**src/rtl/adc_pkg.sv**
```systemverilog
// rtl/adc_pkg.sv - frame constants and types shared by the ADC SPI responder
package adc_pkg;

    localparam int ADC_FRAME_BITS = 16;
    localparam int ADC_ADDR_W     = 3;
    localparam int ADC_ADDR_FIRST = 2;
    localparam int ADC_LEAD_ZEROS = 4;
    localparam int ADC_CNT_W      = $clog2(ADC_FRAME_BITS);

    typedef logic [11:0] adc_sample_t;
    typedef logic [ADC_ADDR_W-1:0] adc_addr_t;

endpackage

```
**src/rtl/pin_sync_edge.sv**
```systemverilog
// rtl/pin_sync_edge.sv - pin synchronizer with registered rise/fall detect
// Ports: clk/rst (sync, active-high); pin (async input);
//        level (synchronized value, delayed to line up with rise/fall);
//        rise/fall (one-cycle pulses, SYNC_STAGES+1 cycles after the pin edge).
module pin_sync_edge #(
    parameter int   SYNC_STAGES = 2,
    parameter logic RST_VAL     = 1'b0
) (
    input  logic clk,
    input  logic rst,
    input  logic pin,
    output logic level,
    output logic rise,
    output logic fall
);

    logic [SYNC_STAGES-1:0] sync_q;

    // level is the synchronized value one cycle late, so that in the cycle a
    // rise/fall pulse is high, level already shows the post-edge value.
    always_ff @(posedge clk) begin
        if (rst) begin
            sync_q <= {SYNC_STAGES{RST_VAL}};
            level  <= RST_VAL;
            rise   <= 1'b0;
            fall   <= 1'b0;
        end else begin
            sync_q <= {sync_q[SYNC_STAGES-2:0], pin};
            level  <= sync_q[SYNC_STAGES-1];
            rise   <= sync_q[SYNC_STAGES-1] & ~level;
            fall   <= ~sync_q[SYNC_STAGES-1] & level;
        end
    end

endmodule

```
**src/rtl/adc_spi_responder.sv**
```systemverilog
// rtl/adc_spi_responder.sv - SPI responder model of an 8-channel 12-bit serial ADC
// Ports: c50m/rst (system clock, sync active-high reset);
//        sclk_in/cs_n_in/din_in (async controller pins);
//        sample_data (per-channel value returned, c50m domain);
//        dout (responder data); addr_latched (address of last completed frame);
//        frame_done/frame_abort (one-cycle pulses).
module adc_spi_responder
    import adc_pkg::*;
#(
    parameter int NUM_CH      = 8,
    parameter int DATA_W      = 12,
    parameter int SYNC_STAGES = 2
) (
    input  logic                           c50m,
    input  logic                           rst,
    input  logic                           sclk_in,
    input  logic                           cs_n_in,
    input  logic                           din_in,
    input  logic [NUM_CH-1:0][DATA_W-1:0]  sample_data,
    output logic                           dout,
    output adc_addr_t                      addr_latched,
    output logic                           frame_done,
    output logic                           frame_abort
);

    logic sclk_rise, sclk_fall, sclk_level;
    logic cs_n, cs_fall, cs_rise;
    logic din, din_rise, din_fall;

    pin_sync_edge #(.SYNC_STAGES(SYNC_STAGES), .RST_VAL(1'b0)) u_sclk (
        .clk(c50m), .rst(rst), .pin(sclk_in),
        .level(sclk_level), .rise(sclk_rise), .fall(sclk_fall)
    );

    // Idles high so a chip select tied low still produces one cs_fall after reset.
    pin_sync_edge #(.SYNC_STAGES(SYNC_STAGES), .RST_VAL(1'b1)) u_cs_n (
        .clk(c50m), .rst(rst), .pin(cs_n_in),
        .level(cs_n), .rise(cs_rise), .fall(cs_fall)
    );

    pin_sync_edge #(.SYNC_STAGES(SYNC_STAGES), .RST_VAL(1'b0)) u_din (
        .clk(c50m), .rst(rst), .pin(din_in),
        .level(din), .rise(din_rise), .fall(din_fall)
    );

    logic unused_edges;
    assign unused_edges = &{1'b0, sclk_level, cs_rise, din_rise, din_fall};

    logic [ADC_CNT_W-1:0]      bit_cnt;
    logic [ADC_CNT_W-1:0]      cnt_eff;
    logic [ADC_CNT_W-1:0]      tx_idx;
    logic [ADC_FRAME_BITS-1:0] tx_word;
    adc_addr_t                 addr_shift;
    logic [DATA_W-1:0]         sel_sample;
    logic                      in_addr_window;
    logic                      last_edge;

    // A cs_fall coinciding with a rising edge restarts the count first, so
    // that edge is treated as frame edge 0.
    always_comb begin
        cnt_eff        = cs_fall ? '0 : bit_cnt;
        in_addr_window = (int'(cnt_eff) >= ADC_ADDR_FIRST) &&
                         (int'(cnt_eff) <  ADC_ADDR_FIRST + ADC_ADDR_W);
        last_edge      = (int'(cnt_eff) == ADC_FRAME_BITS - 1);
        // After rising edge n, bit_cnt = n+1, so bit 14-n is bit 15-bit_cnt.
        tx_idx         = ADC_CNT_W'(ADC_FRAME_BITS - 1) - bit_cnt;
    end

    // Out-of-range channel addresses fall through with zero data.
    always_comb begin
        sel_sample = '0;
        for (int i = 0; i < NUM_CH; i++) begin
            if (int'(addr_latched) == i) sel_sample = sample_data[i];
        end
    end

    always_ff @(posedge c50m) begin
        if (rst) begin
            bit_cnt      <= '0;
            tx_word      <= '0;
            addr_shift   <= '0;
            addr_latched <= '0;
            dout         <= 1'b0;
            frame_done   <= 1'b0;
            frame_abort  <= 1'b0;
        end else begin
            frame_done  <= 1'b0;
            frame_abort <= 1'b0;
            if (cs_n) begin
                dout <= 1'b0;
                if (bit_cnt != '0) begin
                    frame_abort <= 1'b1;
                    bit_cnt     <= '0;
                end
            end else begin
                if (cs_fall) begin
                    bit_cnt <= '0;
                    dout    <= 1'b0;
                end
                if (sclk_rise) begin
                    bit_cnt <= cnt_eff + 1'b1;
                    if (cnt_eff == '0) begin
                        tx_word <= ADC_FRAME_BITS'(sel_sample);
                    end
                    if (in_addr_window) begin
                        addr_shift <= {addr_shift[ADC_ADDR_W-2:0], din};
                    end
                    if (last_edge) begin
                        frame_done   <= 1'b1;
                        addr_latched <= addr_shift;
                    end
                end else if (sclk_fall && !cs_fall) begin
                    // bit_cnt == 0 here means either no edge yet or edge 15 done.
                    dout <= (bit_cnt != '0) ? tx_word[tx_idx] : 1'b0;
                end
            end
        end
    end

endmodule

```
**config.mk**
```make
export PLATFORM = sky130hd
export DESIGN_NAME = adc_spi_responder
export DESIGN_NICKNAME = d
export VERILOG_FILES = /design/src/rtl/adc_pkg.sv /design/src/rtl/pin_sync_edge.sv /design/src/rtl/adc_spi_responder.sv
export SDC_FILE = /design/constraint.sdc
export NUM_CORES = 1
export LEC_CHECK = 0
export ABC_AREA = 1
export BUFFER_PORTS_ARGS = -buffer_cell sky130_fd_sc_hd__buf_2
export CAP_MARGIN = 20
export CORE_MARGIN = 8
export CORE_UTILIZATION = 51
export CTS_CLUSTER_SIZE = 40
export DETAILED_ROUTE_END_ITERATION = 12
export GPL_TIMING_DRIVEN = 0
export HOLD_SLACK_MARGIN = 0.12
export PLACE_DENSITY = 0.91
export SYNTH_ARGS = -nofsm -noshare
export SYNTH_HDL_FRONTEND = slang
export SYNTH_SLANG_ARGS = --single-unit
```
**constraint.sdc**
```tcl
create_clock -name c50m -period 3 [get_ports c50m]
set_input_delay 0.3 -clock c50m [delete_from_list [all_inputs] [get_ports c50m]]
set_output_delay 0.3 -clock c50m [all_outputs]
set_load 0.05 [all_outputs]
```
# Yosys cells after proc, flatten, opt, wreduce, memory -nomap -nowiden
# Index checks and enable logic that the tools add are counted.
# word_totals
ff_bits	37
word_cells	70
input_bits	101
out_inout_bits	6
# op_classes
n_eq_ne	9
n_reduce_logical	12
bitwise	8
mux	20
magnitude_cmp	3
add_sub_neg	2
# ops
op	count
$mux 12	8
$mux 4	4
$eq 3x3->1 const B	4
$reduce_and 3->1	3
$mux 1	7
$eq 3x2->1 const B	2
$lt 4x5->1 const B	1
$not 1->1	5
$add 4x1->4 const B	1
$bmux 1 s4	1
$eq 4x1->1 const B	1
$ge 4x2->1 const B	1
$logic_not 4->1	1
$lt 4x3->1 const B	1
$reduce_bool 4->1	1
$reduce_or 2->1	2
$sub 4x4->4 const A	1
$and 1x1->1	3
$eq 3x1->1 const B	1
$logic_not 3->1	1
$reduce_or 3->1	1
$logic_and 1x1->1	2
$ne 2x2->1 const B	1
$logic_not 1->1	1

# Depth between registers and ports, before layout
# Gate-level depths: netlist (run 1).
# logic_depth
ltp_word	9
ltp_mapped	10

# Modules after synthesis
# From an unflattened synthesis (run 1), not the netlist that was laid out.
# hier_totals
cells_unflattened	384
area_unflattened_um2	2404.8
# by_module_without_submodules
module	instances	cells_each	area_each_um2
adc_spi_responder	1	340	1985.7
pin_sync_edge (u_din ...)	2	15	140.1
pin_sync_edge (u_cs_n)	1	14	138.9

# Worst setup path after synthesis (run 1)
# No wires, ideal clock.
# synth_path
kind	register -> register
start	register addr_latched[2]
end	register tx_word[8]
arrival_ps	1552
path_buffers	2
setup_ps	119
path_stages_with_launch	10
path_slack_ps	1328
t_required_ps	2881
path_cell_list	dfxtp_1 > inv_2 > buf_4 > buf_2 > nand3_1 > nand2_1 > a21oi_1 > nand4_1 > nand2_1 > a21oi_1
# synth_between
elab_chain_cells	9
word_cells_on_any_way	16
classes_between	eq/ne (7); mux (8); reduce/logical (1)
# synth_lines
item	line	source
from (decl)	adc_spi_responder.sv:21	output adc_addr_t addr_latched,
from (signal assigned)	adc_spi_responder.sv:110	addr_latched <= addr_shift;
$logic_not 3->1	adc_spi_responder.sv:73	if (int'(addr_latched) == i) sel_sample = sample_data[i];
$mux 12 (7 in series)	adc_spi_responder.sv:73	
$mux 12 *	adc_spi_responder.sv:73	
to (signal assigned)	adc_spi_responder.sv:103	tx_word <= ADC_FRAME_BITS'(sel_sample);
to (decl)	adc_spi_responder.sv:52	logic [ADC_FRAME_BITS-1:0] tx_word;
# Mark *: on every way between the ends. The rest lies on a longest branch, timed or not.
# A chain may end at the register's enable or synchronous reset.

# Final worst setup path (run 1)
# layout_path
start	register bit_cnt[1]
end	register tx_word[8]
# layout_between
elab_chain_cells	3
# layout_lines
item	line	source
from (decl)	adc_spi_responder.sv:49	logic [ADC_CNT_W-1:0] bit_cnt;
from (signal assigned)	adc_spi_responder.sv:101	bit_cnt <= cnt_eff + 1'b1;
$mux 4	-	
$logic_not 4->1	adc_spi_responder.sv:102	if (cnt_eff == '0) begin
$reduce_and 3->1 (no source line)	-	
# No other way between the ends.

==> results.txt, run 1 <==
Fillers: 400
clock skew: 0.005359 ns
Hold Vio Cnt, Final: 0
Mean Syn Cell Area: 6.280 um2
Worst setup EP type: flop
Port Buffer Count: 106
TNS Setup: 0 ns
Worst Tran Pin Value: 0.4801 ns
CP Launch Type: flop
Crit Path Max Fanout: 10
Cell Area, Synth: 0.002330 mm2
share of layout cells above drive strength 1: 0.3010
final worst-path cycle share: 0.6231
register area: 740.7 um2
max_cap viols: 0
# hold bufs at CTS: 0
Slew headroom: 0.6799
Avg Vias per Cell: 5.462
Finish-stage setup viols: 0
grt ovf: 0
drt drc: 0
CTS H-Tree Depth: 2
cells after synthesis: 371
largest net degree at the start of global routing: 13
antenna viol nets, final: 0
post-synthesis sequential area ratio: 0.3179
Initial Util: 0.5314
RSZ-0062 raised after global routing: false
Hold Path Depth: 2
GP Congestion: 0.9814
RR Endpoint: tx_word[8]
DRT Pass-1 Iters: 5
# rows: 24
postcts setup bufs: 0
Pleak: 1.576 nW
initial drt markers: 299
I/O pins: 107
global-route wire length before repair: 12.86 mm
status: complete, no violations
WHS Endpoint: u_cs_n.sync_q[0]
non-filler instance count after layout: 537
CP arrival: 2.06 ns
power density cells: 343.6 mW/mm2
leading cell type in the layout, fill and taps excluded: buf_2
worst skew pair latency: 0.30 ns
Die Span Y: 83.59 um
Synth warnings: 0
syn nets: 476
initial antenna violation count: 0
area of the multi-input gates: 0.001287 mm2
Syn-to-layout area delta: 30.34%
core area: 0.004384 mm2
root buffer cell: clkbuf_8
dpl hpwl: 6.358 mm
Distinct cells, synth: 26
minimum clock period after layout: 1.869 ns
via count: 2933
clk slew on worst S/H paths: 0.08 ns
n_diodes: 0
GRT Resource Usage Total: 0.2178
hold slack: 0.1840 ns
Setup CP Type: flop to flop
Bufs on Longest Clock Path: 2
Reg2Reg Setup Slack: 1.13 ns
die width: 83.59 um
R2R depth: 9
Inst Count DP: 529
PostCTS Resize Cnt: 0
TritonCTS buffer count: 5
Slew Limit Fails: 0
Die Footprint: 0.006986 mm2
worst r2r src: bit_cnt[1]
fin nets: 589
commonest cells after routing, fill and taps aside: buf_2, nand2_1, nor2_1
final WL: 7.928 mm
DR WL/cell: 14.76 um
HP Start: cs_n_in
#FFs+latches synth: 37
Worst VDD drop: 0.4205 mV
required time of the critical path: 3.19 ns
TritonCTS clock tree: yes
worst min path class: primary input to flop
f_max: 534.9 MHz
Clock Sink Count: 37
vias in the first global route: 2843
[final cells by class]
type	count	share of cell area
well taps	52	0.02143
inverters	51	0.06304
clock inverters	2	0.01277
plain buffers	20	0.03626
multi-input cells	263	0.4240
clock buffers	6	0.02390
repair buffers	106	0.1747
flip-flops and latches	37	0.2439
[worst max-delay path, cell delays in order, from the launching register on]
cell     delay, ns
dfxtp_1       0.40
inv_1         0.10
nor2_1        0.25
inv_1         0.16
ha_1          0.23
nand3_1       0.16
inv_2         0.07
buf_4         0.17
o21ai_0       0.18
a21oi_1       0.06
[synthesized netlist by cell type]
cell type | number | share of area
nand3_1 | 30 | 0.064
ha_1 | 4 | 0.021
nand2_1 | 64 | 0.10
o22ai_1 | 1 | 0.0027
xor2_1 | 1 | 0.0038
buf_6 | 1 | 0.0048
a31oi_1 | 1 | 0.0027
buf_4 | 3 | 0.0097
nor3_2 | 2 | 0.0086
buf_1 | 1 | 0.0016
buf_2 | 13 | 0.028
inv_1 | 45 | 0.073
or2_2 | 4 | 0.011
a311oi_1 | 1 | 0.0038
inv_2 | 6 | 0.0097
nor4_1 | 1 | 0.0027
clkbuf_1 | 2 | 0.0032
nor2_1 | 55 | 0.089
o21ai_0 | 25 | 0.054
a21oi_1 | 31 | 0.067
nor2_2 | 3 | 0.0081
nor3_4 | 1 | 0.0070
nor3_1 | 2 | 0.0043
dfxtp_1 | 37 | 0.32
o211ai_1 | 2 | 0.0064
nand4_1 | 35 | 0.094
[registers in the layout (all words and copies together), names as in the netlist]
| signal | flops |
|---|---|
| addr_latched | 3 |
| u_din.sync_q | 2 |
| u_sclk.fall | 1 |
| u_cs_n.level | 1 |
| u_din.level | 1 |
| addr_shift | 3 |
| dout | 1 |
| u_sclk.rise | 1 |
| u_cs_n.sync_q | 2 |
| frame_abort | 1 |
| u_sclk.sync_q | 2 |
| frame_done | 1 |
| u_cs_n.fall | 1 |
| tx_word | 12 |
| u_sclk.level | 1 |
| bit_cnt | 4 |
[cells by family (layout without fill, tap and decap cells)]
| logic type | Yosys count | after routing | share of synthesized area |
|---|---|---|---|
| xor+xnor | 1 | 1 | 0.003760 |
| compound gates | 61 | 61 | 0.1359 |
| buf+inv | 71 | 185 | 0.1294 |
| flops | 37 | 37 | 0.3179 |
| simple gates | 197 | 197 | 0.3915 |
| fa+ha+maj | 4 | 4 | 0.02148 |
[worst max path at each step]
stage                                from               to  slack (ns)  cells past startpoint
after floorplan           addr_latched[2]       tx_word[8]        1.33                      9
after global placement         bit_cnt[1]       tx_word[2]        1.27                      9
after detailed placement       bit_cnt[1]    addr_shift[0]        1.18                     10
after CTS                      bit_cnt[1]       tx_word[8]        1.17                      9
after global routing           bit_cnt[1]  addr_latched[2]        1.00                      8
final                          bit_cnt[1]       tx_word[8]        1.13                      9
[routing by layer]
metal  vias to the layer above  GRT usage  share of wire
li1                       1449          -              -
met1                      1309     0.2568           0.40
met2                       151     0.3565           0.48
met3                        24    0.06348          0.084
met4                         0    0.09262          0.030
met5                         -          0              0
[metrics by stage]
| stage | worst slack [ns] | total power [mW] | utilization | instance area (um2) |
|---|---|---|---|---|
| detailed placement | 1.183 | 0.6239 | 0.6672 | 2925 |
| global route | 1.004 | 1.090 | 0.6926 | 3037 |
| finish | 1.131 | 1.043 | 0.6926 | 3037 |
| CTS | 1.173 | 1.049 | 0.6926 | 3037 |
| floorplan | 1.328 | 0.5475 | - | 2330 |
| global placement | 1.268 | 0.6210 | 0.6672 | 2925 |
[where the power goes]
| part | internal, mW | switching (mW) |
|---|---|---|
| Sequential | 0.497 | 0.00298 |
| Combinational | 0.0631 | 0.0506 |
| Clock | 0.249 | 0.180 |
| Total | 0.810 | 0.234 |
Power figures use the tool's default switching activity.
==> run 2, diff against run 1 <==
CORE_UTILIZATION = 47   (was 51)
PLACE_DENSITY = 0.85   (was 0.91)
clock period = 1.75 ns   (was 3 ns; I/O delays follow)
==> results.txt, run 2 (synthesis gave the netlist of run 1 again) <==
initial antenna violation count: 0 (unchanged)
fin worst setup slack: 0.09603 ns (-1.035 ns)
max_cap viols: 0 (unchanged)
HP Start: rst
Worst setup EP type: flop
core area: 0.004755 mm2 (+8.4%)
TNS Setup: 0 ns (unchanged)
Fillers: 468 (+17%)
largest net degree at the start of global routing: 12 (-1)
CP Launch Type: flop
Setup CP Type: flop to flop
share of layout cells above drive strength 1: 0.3265 (+0.02550)
Slew Limit Fails: 0 (unchanged)
Switching Share: 0.2280 (+0.004178)
crit path from: bit_cnt[1]
Reg power frac: 0.501 (+0.022)
pre-CTS setup slack: -0.07632 ns (-1.259 ns)
drt drc: 0 (unchanged)
global-route wire length before repair: 13.35 mm (+3.8%)
worst r2r src: bit_cnt[1]
non-filler instance count after layout: 557 (+3.7%)
leading cell type in the layout, fill and taps excluded: buf_2
Clock Sink Count: 37 (unchanged)
top flop regs: tx_word x12, bit_cnt x4
CP arrival: 1.83 ns (-0.23 ns)
Initial Util: 0.4900 (-0.04139)
Crit Path Max Fanout: 10 (unchanged)
Die Footprint: 0.007466 mm2 (+6.9%)
net switching power: 0.3894 mW (+67%)
clock skew: 0.003204 ns (-0.002155 ns)
initial drt markers: 212 (-29%)
GRT Resource Usage Total: 0.2199 (+0.002100)
Avg Vias per Cell: 5.311 (-2.8%)
DRT Pass-1 Iters: 5 (unchanged)
Placed Area: 0.002944 mm2 (+0.64%)
grt ovf: 0 (unchanged)
required time of the critical path: 1.92 ns (-1.27 ns)
DR WL/cell: 15.05 um (+2.0%)
Port Buffer Count: 106 (unchanged)
area of the multi-input gates: 0.001308 mm2 (+1.6%)
Bufs on Longest Clock Path: 2 (unchanged)
critical path's slowest cell: dfxtp_4
P_int: 1.319 mW (+63%)
power density cells: 547.3 mW/mm2 (+59%)
Largest register FFs: 12 (unchanged)
most frequent cell on the critical path: inv_2
GP Congestion: 1.012 (+3.1%)
commonest cells after routing, fill and taps aside: buf_2, nand2_1, nor2_1
antenna viol nets, final: 0 (unchanged)
root buffer cell: clkbuf_8
register area: 749.5 um2 (+1.2%)
n_diodes: 0 (unchanged)
Syn-to-layout area delta: 33.94%
Hold Vio Cnt, Final: 0 (unchanged)
Largest Register: tx_word
final WL: 8.384 mm (+5.8%)
clk slew on worst S/H paths: 0.07 ns (about the same)
Pleak: 1.603 nW (+1.7%)
Slew headroom: 0.7051 (+0.02517)
CP max stage delay: 0.38 ns (-0.02 ns)
final worst-path cycle share: 0.9451 (+0.3220)
worst skew pair latency: 0.29 ns (about the same)
worst min path class: primary input to flop
minimum clock period after layout: 1.654 ns (-0.2154 ns)
Die Span Y: 86.41 um (+3.4%)
TritonCTS clock tree: yes
total power: 1.708 mW (+64%)
Worst VDD drop: 0.7297 mV (+74%)
Finish-stage setup viols: 0 (unchanged)
final instance area: 0.003120 mm2 (+2.8%)
Worst Tran Pin Value: 0.4424 ns (-0.03775 ns)
dpl hpwl: 6.640 mm (+4.4%)
clock network power share: 0.381 (-0.031)
die width: 86.41 um (+3.4%)
Inst Count DP: 544 (+2.8%)
status: complete, no violations
I/O pins: 107 (unchanged)
fin nets: 594 (+0.85%)
critical-path cell list: inv_1 > nor2_4 > inv_2 > ha_1 > nand3_1 > inv_2 > buf_4 > o21ai_0 > a21oi_1
Comb power frac: 0.118 (+0.009)
vias in the first global route: 2804 (-1.4%)
TritonCTS buffer count: 5 (unchanged)
# rows: 25 (+4.2%)
f_max: 604.6 MHz (+13%)
CTS H-Tree Depth: 2 (unchanged)
via count: 2958 (+0.85%)
## run 2: changes by cell type in the layout (fill, tap and decap cells not counted), moves of 2 or more
cell / previous run / this run
nor2_1: 55 / 51
inv_1: 45 / 42
dfxtp_4: 0 / 2
dlygate4sd3_1: 0 / 3
nor2_4: 0 / 2
o21ai_1: 0 / 2
buf_4: 3 / 5
nor2_2: 3 / 5
o21ai_0: 25 / 23
clkbuf_8: 5 / 7
inv_2: 6 / 9
dfxtp_1: 37 / 34
## run 2: worst paths after layout
check | depth (start not counted) | slack (ns) | to
setup / recovery | 9 | 0.1 | tx_word[7]
hold reg to reg | 2 | 0.41 | u_din.level
setup reg to reg | 9 | 0.1 | tx_word[7]
hold / removal | 2 | 0.17 | u_cs_n.sync_q[0]
## run 2: worst max-delay path: cells and delay by family, from the launching register on
| kind | cells | cell delay [ns] |
|---|---|---|
| buffers and inverters | 4 | 0.39 |
| DFF | 1 | 0.38 |
| AOI/OAI and AO/OA | 2 | 0.26 |
| and+or+nand+nor | 2 | 0.32 |
| adders and majority gates | 1 | 0.20 |
## run 2: area by class of cell
cell class / count / share of cell area
clock inverter: 1 / 0.001604
clock buffer: 7 / 0.03087
sequential: 37 / 0.2402
multi-input combinational: 263 / 0.4190
inverter: 51 / 0.06135
buffer: 20 / 0.03569
timing repair buffer: 111 / 0.1844
tap: 67 / 0.02686
## run 2: power groups by stage
stage,registers (mW),clock network [mW],logic [mW]
detailed placement,0.877,0,0.193
CTS,0.857,0.661,0.200
global placement,0.877,0,0.191
finish,0.855,0.651,0.201
global route,0.856,0.693,0.223
floorplan,0.876,0,0.0627
## run 2: per-stage QoR
step                utilization  hold slack [ns]
finish                   0.6563           0.1667
detailed placement       0.6192           0.3604
global placement         0.6192           0.3568
floorplan                     -           0.2788
CTS                      0.6479           0.1671
global route             0.6563           0.1902
## run 2: layer usage
| layer | vias to the layer above | global-route usage | routed length (um) |
|---|---|---|---|
| li1 | 1464 | - | - |
| met1 | 1328 | 0.2558 | 3361 |
| met5 | - | 0 | 0 |
| met4 | 0 | 0.09859 | 274 |
| met3 | 25 | 0.04442 | 627 |
| met2 | 141 | 0.3778 | 4120 |
## run 2: repair_timing
action                                  CTS  global route
gates resized for setup                   3            14
endpoints found under the setup margin   13            16
endpoints found under the hold margin     3             0
pin swaps                                 0             3
hold buffers                              3             0
setup buffers                             0             2
